### config.mk
export PLATFORM = sky130hd
export DESIGN_NAME = tictactoe_board_writer
export DESIGN_NICKNAME = d
export VERILOG_FILES = /design/src/rtl/tictactoe_pkg.sv /design/src/rtl/keypad_scanner.sv /design/src/rtl/tictactoe_board_writer.sv
export SDC_FILE = /design/constraint.sdc
export NUM_CORES = 1
export LEC_CHECK = 0
export CELL_PAD_IN_SITES_DETAIL_PLACEMENT = 0
export CELL_PAD_IN_SITES_GLOBAL_PLACEMENT = 1
export CORE_ASPECT_RATIO = 0.7
export CORE_MARGIN = 2
export CORE_UTILIZATION = 41
export DETAILED_ROUTE_END_ITERATION = 16
export PLACE_DENSITY = 0.73
export SETUP_SLACK_MARGIN = 0.1
export SKIP_LAST_GASP = 1
export SLEW_MARGIN = 20
export SYNTH_ARGS = -nofsm -noshare
export SYNTH_HDL_FRONTEND = slang
export SYNTH_HIERARCHICAL = 1
export SYNTH_SLANG_ARGS = --single-unit
export TNS_END_PERCENT = 30
### constraint.sdc
create_clock -name clk -period 3.7 [get_ports clk]
set_clock_uncertainty 0.1 [all_clocks]
set_input_delay 0.925 -clock clk [delete_from_list [all_inputs] [get_ports clk]]
set_output_delay 0.925 -clock clk [all_outputs]
set_load 0.02 [all_outputs]
### src/rtl/tictactoe_pkg.sv
`default_nettype none
// +----------------------------------------------------------------------------+
// | tictactoe_pkg                                                              |
// | Shared cell encoding, key codes and win-line table for the board blocks.   |
// | Revision: 1.0                                                              |
// +----------------------------------------------------------------------------+
package tictactoe_pkg;

  typedef enum logic [1:0] {
    EMPTY = 2'd0,
    X     = 2'd1,
    O     = 2'd2
  } cell_t;

  localparam int NUM_CELLS = 9;
  localparam int BOARD_W   = 18;

  // Digits 1..9 map to themselves; the remaining codes sit above the digit range.
  localparam logic [3:0] KEY_STAR = 4'd10;
  localparam logic [3:0] KEY_ZERO = 4'd11;
  localparam logic [3:0] KEY_HASH = 4'd12;
  localparam logic [3:0] KEY_NONE = 4'd15;

  typedef logic [3:0] cell_idx_t;

  localparam cell_idx_t WIN_LINES [8][3] = '{
    '{4'd0, 4'd1, 4'd2},
    '{4'd3, 4'd4, 4'd5},
    '{4'd6, 4'd7, 4'd8},
    '{4'd0, 4'd3, 4'd6},
    '{4'd1, 4'd4, 4'd7},
    '{4'd2, 4'd5, 4'd8},
    '{4'd0, 4'd4, 4'd8},
    '{4'd2, 4'd4, 4'd6}
  };

  function automatic logic [3:0] key_of(input logic [1:0] row, input logic [1:0] col);
    logic [3:0] code;
    if (row == 2'd3) begin
      case (col)
        2'd0:    code = KEY_STAR;
        2'd1:    code = KEY_ZERO;
        default: code = KEY_HASH;
      endcase
    end else begin
      code = ({2'b00, row} * 4'd3) + {2'b00, col} + 4'd1;
    end
    return code;
  endfunction

endpackage
`default_nettype wire

### src/rtl/keypad_scanner.sv
`default_nettype none
// +----------------------------------------------------------------------------+
// | keypad_scanner                                                             |
// | Drives the 4x3 key matrix columns, decodes one key per scan, debounces.    |
// | Revision: 1.0                                                              |
// +----------------------------------------------------------------------------+
module keypad_scanner #(
  parameter int SCAN_DIV       = 12500,
  parameter int DEBOUNCE_SCANS = 4
) (
  input  logic       clk,
  input  logic       rst,
  output logic [2:0] key_col,
  input  logic [3:0] key_row,
  output logic       key_valid,
  output logic [3:0] key_code
);
  import tictactoe_pkg::*;

  localparam int DIV_W = $clog2(SCAN_DIV + 1);
  localparam int CNT_W = $clog2(DEBOUNCE_SCANS + 1);
  localparam logic [DIV_W-1:0] c_div_last = DIV_W'(SCAN_DIV - 1);
  localparam logic [DIV_W-1:0] c_div_one  = DIV_W'(1);
  localparam logic [CNT_W-1:0] c_deb      = CNT_W'(DEBOUNCE_SCANS);
  localparam logic [CNT_W-1:0] c_cnt_one  = CNT_W'(1);

  typedef enum logic [1:0] {
    S_IDLE    = 2'd0,
    S_PRESS   = 2'd1,
    S_COMMIT  = 2'd2,
    S_RELEASE = 2'd3
  } state_t;

  logic [DIV_W-1:0] r_div;
  logic [2:0]       r_col;
  logic [1:0]       r_nkeys;
  logic [3:0]       r_acc_code;
  state_t           r_state;
  logic [CNT_W-1:0] r_cnt;
  logic [3:0]       r_key;

  logic [1:0]       w_col_idx;
  logic [2:0]       w_row_n;
  logic [2:0]       w_total;
  logic [3:0]       w_row_code;
  logic [3:0]       w_this_code;
  logic [3:0]       w_scan_code;
  logic             w_sample;
  logic             w_scan_done;
  logic [CNT_W-1:0] w_cnt_inc;
  state_t           w_state_nxt;
  logic [CNT_W-1:0] w_cnt_nxt;
  logic [3:0]       w_key_nxt;

  assign w_col_idx = r_col[2] ? 2'd2 : (r_col[1] ? 2'd1 : 2'd0);
  assign w_row_n   = {2'b00, key_row[0]} + {2'b00, key_row[1]}
                   + {2'b00, key_row[2]} + {2'b00, key_row[3]};
  assign w_total   = {1'b0, r_nkeys} + w_row_n;
  assign w_sample  = (r_div == c_div_last);
  assign w_scan_done = w_sample && r_col[2];
  assign w_cnt_inc = r_cnt + c_cnt_one;

  always_comb begin
    w_row_code = KEY_NONE;
    for (int r = 0; r < 4; r++) begin
      if (key_row[r]) w_row_code = key_of(2'(r), w_col_idx);
    end
  end

  // Exactly one key across the whole scan: it came from an earlier column or this one.
  assign w_this_code = (r_nkeys == 2'd1) ? r_acc_code : w_row_code;
  assign w_scan_code = (w_total == 3'd1) ? w_this_code : KEY_NONE;

  always_ff @(posedge clk or posedge rst) begin
    if (rst) begin
      r_div      <= '0;
      r_col      <= 3'b001;
      r_nkeys    <= 2'd0;
      r_acc_code <= KEY_NONE;
    end else if (w_sample) begin
      r_div <= '0;
      r_col <= {r_col[1:0], r_col[2]};
      if (r_col[2]) begin
        r_nkeys    <= 2'd0;
        r_acc_code <= KEY_NONE;
      end else begin
        r_nkeys    <= (w_total >= 3'd2) ? 2'd2 : w_total[1:0];
        r_acc_code <= (w_total == 3'd1) ? w_this_code : r_acc_code;
      end
    end else begin
      r_div <= r_div + c_div_one;
    end
  end

  always_ff @(posedge clk or posedge rst) begin
    if (rst) begin
      r_state <= S_IDLE;
      r_cnt   <= '0;
      r_key   <= KEY_NONE;
    end else begin
      r_state <= w_state_nxt;
      r_cnt   <= w_cnt_nxt;
      r_key   <= w_key_nxt;
    end
  end

  always_comb begin
    w_state_nxt = r_state;
    w_cnt_nxt   = r_cnt;
    w_key_nxt   = r_key;
    case (r_state)
      S_IDLE: begin
        if (w_scan_done && (w_scan_code != KEY_NONE)) begin
          w_state_nxt = (c_deb == c_cnt_one) ? S_COMMIT : S_PRESS;
          w_cnt_nxt   = c_cnt_one;
          w_key_nxt   = w_scan_code;
        end
      end
      S_PRESS: begin
        if (w_scan_done) begin
          if (w_scan_code == r_key) begin
            if (w_cnt_inc == c_deb) w_state_nxt = S_COMMIT;
            else                    w_cnt_nxt   = w_cnt_inc;
          end else begin
            w_state_nxt = S_IDLE;
            w_cnt_nxt   = '0;
          end
        end
      end
      S_COMMIT: begin
        w_state_nxt = S_RELEASE;
        w_cnt_nxt   = '0;
      end
      default: begin
        if (w_scan_done) begin
          if (w_scan_code != KEY_NONE) begin
            w_cnt_nxt = '0;
          end else if (w_cnt_inc == c_deb) begin
            w_state_nxt = S_IDLE;
            w_cnt_nxt   = '0;
          end else begin
            w_cnt_nxt = w_cnt_inc;
          end
        end
      end
    endcase
  end

  assign key_col   = r_col;
  assign key_valid = (r_state == S_COMMIT);
  assign key_code  = r_key;

endmodule
`default_nettype wire

### src/rtl/tictactoe_board_writer.sv
`default_nettype none
// +----------------------------------------------------------------------------+
// | tictactoe_board_writer                                                     |
// | Keypad-driven board register, turn tracking, illegal-move and win/draw.    |
// | Define WIN_DETECT_EN to include three-in-a-row detection.                  |
// | Revision: 1.0                                                              |
// +----------------------------------------------------------------------------+
module tictactoe_board_writer #(
  parameter int SCAN_DIV       = 12500,
  parameter int DEBOUNCE_SCANS = 4
) (
  input  logic        clk,
  input  logic        rst,
  output logic [2:0]  key_col,
  input  logic [3:0]  key_row,
  output logic [17:0] board_flat,
  output logic        turn,
  output logic        move_strobe,
  output logic        illegal,
  output logic        game_over,
  output logic [1:0]  winner
);
  import tictactoe_pkg::*;

  cell_t      r_board [NUM_CELLS];
  logic [3:0] r_move_cnt;

  logic       w_key_valid;
  logic [3:0] w_key_code;
  logic       w_is_digit;
  logic [3:0] w_idx;
  logic       w_cell_free;
  cell_t      w_win_mark;

  keypad_scanner #(
    .SCAN_DIV       (SCAN_DIV),
    .DEBOUNCE_SCANS (DEBOUNCE_SCANS)
  ) u_scanner (
    .clk       (clk),
    .rst       (rst),
    .key_col   (key_col),
    .key_row   (key_row),
    .key_valid (w_key_valid),
    .key_code  (w_key_code)
  );

  assign w_is_digit  = (w_key_code >= 4'd1) && (w_key_code <= 4'd9);
  assign w_idx       = w_is_digit ? (w_key_code - 4'd1) : 4'd0;
  assign w_cell_free = (r_board[w_idx] == EMPTY);

`ifdef WIN_DETECT_EN
  always_comb begin
    w_win_mark = EMPTY;
    for (int l = 0; l < 8; l++) begin
      if ((r_board[WIN_LINES[l][0]] != EMPTY) &&
          (r_board[WIN_LINES[l][0]] == r_board[WIN_LINES[l][1]]) &&
          (r_board[WIN_LINES[l][0]] == r_board[WIN_LINES[l][2]]))
        w_win_mark = r_board[WIN_LINES[l][0]];
    end
  end
`else
  assign w_win_mark = EMPTY;
`endif

  always_ff @(posedge clk or posedge rst) begin
    if (rst) begin
      for (int i = 0; i < NUM_CELLS; i++) r_board[i] <= EMPTY;
      turn        <= 1'b0;
      r_move_cnt  <= 4'd0;
      move_strobe <= 1'b0;
      illegal     <= 1'b0;
      game_over   <= 1'b0;
      winner      <= 2'd0;
    end else begin
      move_strobe <= 1'b0;
      illegal     <= 1'b0;
      if (w_key_valid) begin
        if (w_is_digit) begin
          if (!game_over && w_cell_free) begin
            r_board[w_idx] <= turn ? O : X;
            turn           <= ~turn;
            r_move_cnt     <= (r_move_cnt == 4'd9) ? 4'd9 : r_move_cnt + 4'd1;
            move_strobe    <= 1'b1;
          end else begin
            illegal <= 1'b1;
          end
        end else if (w_key_code == KEY_HASH) begin
          for (int i = 0; i < NUM_CELLS; i++) r_board[i] <= EMPTY;
          turn       <= 1'b0;
          r_move_cnt <= 4'd0;
          game_over  <= 1'b0;
          winner     <= 2'd0;
        end
      end else if (move_strobe) begin
        // The board already holds the new mark while the strobe is high.
        if (w_win_mark != EMPTY) begin
          game_over <= 1'b1;
          winner    <= w_win_mark;
        end else if (r_move_cnt == 4'd9) begin
          game_over <= 1'b1;
          winner    <= 2'd0;
        end
      end
    end
  end

  for (genvar i = 0; i < NUM_CELLS; i++) begin : g_flat
    assign board_flat[2*i+1:2*i] = r_board[i];
  end

endmodule
`default_nettype wire

==> results_dict.tcl, run 1 <==
set metrics [dict create \
    drv_cap 0 \
    p_sw_uw 359 \
    pwr-share-comb_pct 9.1 \
    p_int_mw 1.34 \
    grt_pass1_wl_mm 14.3 \
    outcome "finished with violations" \
    ys_async_sr_fraction_pct 100 \
    period_needed_ns 4.44 \
    num-nets-final 448 \
    vias 3005 \
    cts_tree "yes" \
    start_util_pct 42.4 \
    tightest_slew_ns 0.949 \
    total_power_mw 1.70 \
    critPathLaunchType "input pin" \
    power_frac_clock_pct 53.4 \
    route.detailed.drc 0 \
    cts.sinks 58 \
    post-route-util_pct 54.8 \
    critPathKind "in -> reg" \
    slew_headroom_pct 36.3 \
    grt_pass1_vias 2757 \
    critPathMaxStageDelay_ns 0.56 \
    hold_viol_final 0 \
    synthToLayoutAreaGrowth_pct 29.1 \
    synth.avg_cell_area_um2 9.77 \
    cp.required_ns 3.86 \
    drive_gt1_share_pct 23.3 \
    power_leakage_nw 2.00 \
    ff_latch_area_mm2 0.00146 \
    setup_viol 9 \
    dr.pass1.iters 5 \
    wl_per_cell_um 15.4 \
    fmax_ghz 0.225 \
    yosysTopAreaCell "dfrtp_1" \
    ant_nets 0 \
    violations "negative setup slack" \
    core-area_mm2 0.00848 \
    grtUsageTotal_pct 19.8 \
    grt-ovfl-total 0 \
    crit_arrival_ns 4.59 \
    cts_hold_buf 0 \
    fin_setup_tns_ns -3.54 \
    rows 28 \
    diodes 0 \
    ir_drop_v 0.000245 \
    fillCellCount 776 \
    routed_wl_mm 8.56 \
    grt_setup_unrepaired "yes" \
    synth_area_leaders "dfrtp_1, dfstp_2, nor2_1, a32o_1, ha_1" \
    pre_cts_ws_ns -1.56 \
    yosys_warnings 6 \
    path_cells "buf_8, fa_1, inv_2, fa_2, inv_2, fa_1, or3_4, or3_1, o211a_1, a21bo_1, or4b_4, mux2_4, o22ai_2" \
    dieArea_mm2 0.00954 \
    pin_count 33 \
    clk_path_buf_depth 2 \
    clk_pin_slew_worst_paths_ns 0.05 \
    gp_congestion 0.850 \
    synth-seq-cells 58 \
    synth_cells 368 \
    viasPerCell 5.42 \
    path_buf_inv 3 \
    worstSetupEndpointType "flip-flop" \
    grt_max_degree 33 \
    timing.final.ws_setup_ns -0.738 \
    crit_slowest_cell "or4b_4" \
    drv_slew 0 \
    dieHeight_um 82.3 \
    pwr-share-seq_pct 37.4 \
    portBuffers 30 \
    die_w_um 116 \
    synth_top_area_share_pct 34.1 \
    clk_latency_ns 0.33 \
    final_cell_mix "dfrtp_1, buf_4, nor2_1" \
    hpwl_mm 6.09 \
    post-route-period-util_pct 120 \
    cts_inserted_buffers 9 \
    cts_root_buf "clkbuf_16" \
    ys_seq_area_share_pct 40.7 \
    cp_top_family "simple AND/OR/NAND/NOR gates" \
    netlist_area_mm2 0.00359 \
    synth-edff-count 0 \
    hp-class "reg -> reg" \
    yosysUniqueCellTypes 79 \
    multi_input_area_mm2 0.00203 \
    p_sw_share_pct 21.1 \
    htreeDepth 3 \
    cp_max_fo 4 \
    worst_hold_slack_ns 0.373 \
    antenna_found_initial 0 \
    mostFrequentLayoutCell "dfrtp_1" \
    drt_iter0_markers 207 \
    synth_ff_type "dfrtp_1" \
    p_per_area_mw_per_mm2 366 \
]
[per-layer routing]
layer	track usage [%]	share of wire, %	up-vias
met5	0	0	-
met2	27.8	41	59
met1	29.7	53	1470
met4	5.71	0.99	0
li1	-	-	1467
met3	5.26	4.5	9
[path summary, 6_finish.rpt]
path                                             startpoint                              to  slack [ns]  cells past startpoint
max                                              key_row[3]  u_scanner/r_cnt[0]$_DFFE_PP0P_       -0.74                     13
min                            u_scanner/r_div[0]$_DFF_PP0_    u_scanner/r_div[0]$_DFF_PP0_        0.37                      1
max reg2reg                u_scanner/r_nkeys[0]$_DFFE_PP0N_  u_scanner/r_cnt[0]$_DFFE_PP0P_        0.06                     11
min reg2reg                    u_scanner/r_div[0]$_DFF_PP0_    u_scanner/r_div[0]$_DFF_PP0_        0.37                      1
max in group asynchronous                               rst       board_flat[9]$_DFFE_PP0P_        2.12                      2
min in group asynchronous                               rst   u_scanner/r_div[11]$_DFF_PP0_        0.93                      3
[logic make-up after synthesis]
kind of cell | count (synthesis) | share of synthesized area [%]
AND/OR/NAND/NOR | 136 | 20.7
XOR/XNOR | 15 | 3.65
buffers and inverters | 40 | 5.53
flip-flops | 58 | 40.7
other | 1 | 0.104
AO/OA/AOI/OAI | 98 | 22.0
multiplexers | 7 | 2.16
adder cells (fa/ha/maj) | 13 | 5.15
[area by class of cell]
class | instances | area share, %
timing repair buffer | 68 | 12.7
multi-input combinational | 271 | 43.7
inverter | 21 | 1.70
sequential | 58 | 31.5
tap | 120 | 3.23
clock inverter | 4 | 1.59
clock buffer | 12 | 5.53
[power groups by stage]
stage	clock, mW	sequential, mW	combinational (mW)
floorplan	0	0.646	0.0723
global placement	0	0.646	0.121
detailed placement	0	0.646	0.120
CTS	0.927	0.636	0.143
global route	0.956	0.635	0.171
finish	0.907	0.636	0.155
[stage by stage]
step,cells,instance area [µm²]
2_1_floorplan,369,3610
3_3_place_gp,530,4160
3_5_place_dp,530,4160
4_1_cts,552,4590
5_1_grt,554,4640
6_report,554,4640
[cells in the mapped netlist (2+ instances only)]
master,number
o21bai_1,5
nand3_1,14
ha_1,10
fa_1,3
dfrtp_1,49
nor2b_1,8
o32a_1,2
a21oi_1,15
o21ai_0,10
a21o_2,2
o31a_1,2
nand2_1,27
a32o_1,13
o21ai_1,6
o22a_1,5
and3_1,3
nor4_1,2
nor4b_1,2
mux2_2,2
a31oi_1,3
clkbuf_1,7
or2_2,2
nor3_1,5
xnor2_1,7
a22o_1,7
a21o_1,2
o211a_1,2
nor2_1,36
dfstp_2,9
and2_1,3
nand3b_1,2
nand2b_1,7
nand4_1,5
buf_4,2
buf_2,4
buf_6,4
mux2i_1,4
inv_1,21
o22ai_1,4
a211o_1,2
or3_1,5
xor2_1,8
[sequential cells by signal, indices dropped and copies added, names as in the netlist]
signal                flops
u_scanner/r_acc_code      4
board_flat               18
turn                      1
illegal                   1
u_scanner/key_col         3
game_over                 1
u_scanner/r_cnt           3
u_scanner/r_state         2
u_scanner/r_div          14
r_move_cnt                4
move_strobe               1
u_scanner/r_nkeys         2
u_scanner/key_code        4
[repair_timing]
action / in CTS / in global routing
resized for setup: 23 / 8
endpoints found under the setup margin: 13 / 13
pin swaps: 12 / 5
buffers inserted: 6 / 2
No activity file was read; power rests on OpenSTA's default activity.
==> inputs of run 2 (changes only) <==
CORE_ASPECT_RATIO = unset   (was 0.7)
==> results_dict.tcl, run 2 (synthesized netlist as in run 1, its figures left out) <==
set metrics [dict create \
    cts_root_buf "clkbuf_8" \
    reg2reg_depth 11 \
    start_util_pct 41.8 \
    use_met3_pct 3.60 \
    critPathKind "in -> reg" \
    min-delay-start "u_scanner/r_div[0]$_DFF_PP0_" \
    grtUsageTotal_pct 17.9 \
    period_needed_ns 4.37 \
    portBuffers 30 \
    drv_slew 0 \
    antenna_found_initial 0 \
    cp.required_ns 3.84 \
    p_per_area_mw_per_mm2 303 \
    drt_iter0_markers 217 \
    dieArea_mm2 0.00953 \
    route.detailed.drc 0 \
    synthToLayoutAreaGrowth_pct 21.1 \
    grt_pass1_wl_mm 13.8 \
    reg2reg_slack_ns 0.12 \
    outcome "finished with violations" \
    drive_gt1_share_pct 20.3 \
    top_usage_layer "met2" \
    timing.final.ws_setup_ns -0.671 \
    tightest_slew_ns 0.709 \
    ir_drop_v 0.000252 \
    placed_cell_area_mm2 0.00412 \
    largest_register_ffs 18 \
    fmax_ghz 0.229 \
    slew_headroom_pct 52.6 \
    design_area_mm2 0.00435 \
    post-route-util_pct 50.7 \
    min_path_cells 1 \
    rows 34 \
    clk_latency_ns 0.34 \
    cts.sinks 58 \
    use_met1_pct 23.2 \
    dieHeight_um 97.6 \
    grt_setup_unrepaired "yes" \
    reg2reg_to "u_scanner/r_cnt[0]$_DFFE_PP0P_" \
    wl_per_cell_um 15.1 \
    clk_pin_slew_worst_paths_ns 0.07 \
    cts_tree "yes" \
    grtUsageMet2_pct 29.6 \
    mostFrequentLayoutCell "dfrtp_1" \
    hpwl_mm 5.81 \
    ant_nets 0 \
    viasPerCell 5.53 \
    clk_path_buf_depth 2 \
    drv_cap 0 \
    reg2reg_from "u_scanner/r_nkeys[0]$_DFFE_PP0N_" \
    routed_wl_mm 8.01 \
    vias 2940 \
    post-route-period-util_pct 118 \
    worstSetupEndpointType "flip-flop" \
    hold_viol_final 0 \
    core-area_mm2 0.00859 \
    diodes 0 \
    startpoint "key_row[0]" \
    htreeDepth 3 \
    grt_max_degree 33 \
    power_leakage_nw 1.87 \
    cts_hold_buf 0 \
    final_cell_mix "dfrtp_1, nor2_1, nand2_1, clkdlybuf4s50_1, buf_4" \
    hp-class "reg -> reg" \
    crit_arrival_ns 4.52 \
    dr.pass1.iters 4 \
    setup_viol 9 \
    cts_inserted_buffers 9 \
    cp_max_fo 4 \
    grt-ovfl-total 0 \
    num-nets-final 438 \
    holdPathEnd "u_scanner/r_div[0]$_DFF_PP0_" \
    die_w_um 97.6 \
    gp_congestion 0.815 \
    pin_count 33 \
    critPathLaunchType "input pin" \
    grt_pass1_vias 2872 \
    violations "negative setup slack" \
]
-- run 2: changes by cell type in the layout (fill, tap and decap cells not counted), moves of 2 or more --
cell / previous run / this run
clkinv_2: 1 / 4
clkbuf_8: 2 / 9
clkbuf_16: 9 / 0
buf_4: 37 / 27
xnor2_2: 2 / 0
xnor2_1: 5 / 7
-- run 2: stage by stage --
stage / power, mW / std cells / hold slack (ns) / TNS, ns / setup WS, ns
3_3_place_gp: 0.761 / 514 / 0.373 / -12.55 / -1.44
3_5_place_dp: 0.761 / 514 / 0.388 / -12.76 / -1.47
5_1_grt: 1.39 / 532 / 0.418 / -4.24 / -0.733
4_1_cts: 1.34 / 532 / 0.398 / -3.37 / -0.727
2_1_floorplan: 0.718 / 369 / 0.347 / -7.06 / -0.901
6_report: 1.32 / 532 / 0.401 / -3.27 / -0.671
-- run 2: worst max path at each step --
stage / end / depth (start not counted)
final: u_scanner/r_cnt[0]$_DFFE_PP0P_ / 13
after global routing: u_scanner/r_cnt[0]$_DFFE_PP0P_ / 13
after CTS: u_scanner/r_cnt[0]$_DFFE_PP0P_ / 13
after detailed placement: u_scanner/r_cnt[0]$_DFFE_PP0P_ / 13
after global placement: u_scanner/r_cnt[0]$_DFFE_PP0P_ / 13
after floorplan: u_scanner/r_cnt[0]$_DFFE_PP0P_ / 13
-- run 2: metal layers --
metal / part of all wire [%] / up-vias
li1: - / 1446
met1: 47 / 1442
met2: 49 / 48
met3: 3.1 / 4
met4: 0.90 / 0
met5: 0 / -
-- run 2: area by class of cell --
type	instances	area, µm²
flip-flops and latches	58	1460
well taps	108	135
multi-input cells	271	1990
clock buffers	10	128
inverters	21	78.8
repair buffers	58	505
fillers	824	4240
clock inverters	6	57.6
-- run 2: critical path: stages --
cell	delay, ns
buf_6	0.10
fa_1	0.52
inv_1	0.05
fa_2	0.33
inv_2	0.06
fa_1	0.41
or3_4	0.41
or3_1	0.37
o211a_1	0.23
a21bo_1	0.17
or4b_4	0.51
mux2_4	0.31
o22ai_1	0.14
-- run 2: power by group --
part	total [mW]	internal, mW	switching, mW
clock	0.558	0.306	0.252
sequential	0.634	0.634	0
combinational	0.126	0.0580	0.0678
-- run 2: timing repair --
| item | 4_1_cts | 5_1_grt |
|---|---|---|
| gates resized for setup | 16 | 4 |
| buffers inserted | 2 | 0 |
| hold endpoints to repair | 0 | 0 |
| pin swaps | 12 | 4 |
| endpoints found under the setup margin | 13 | 12 |
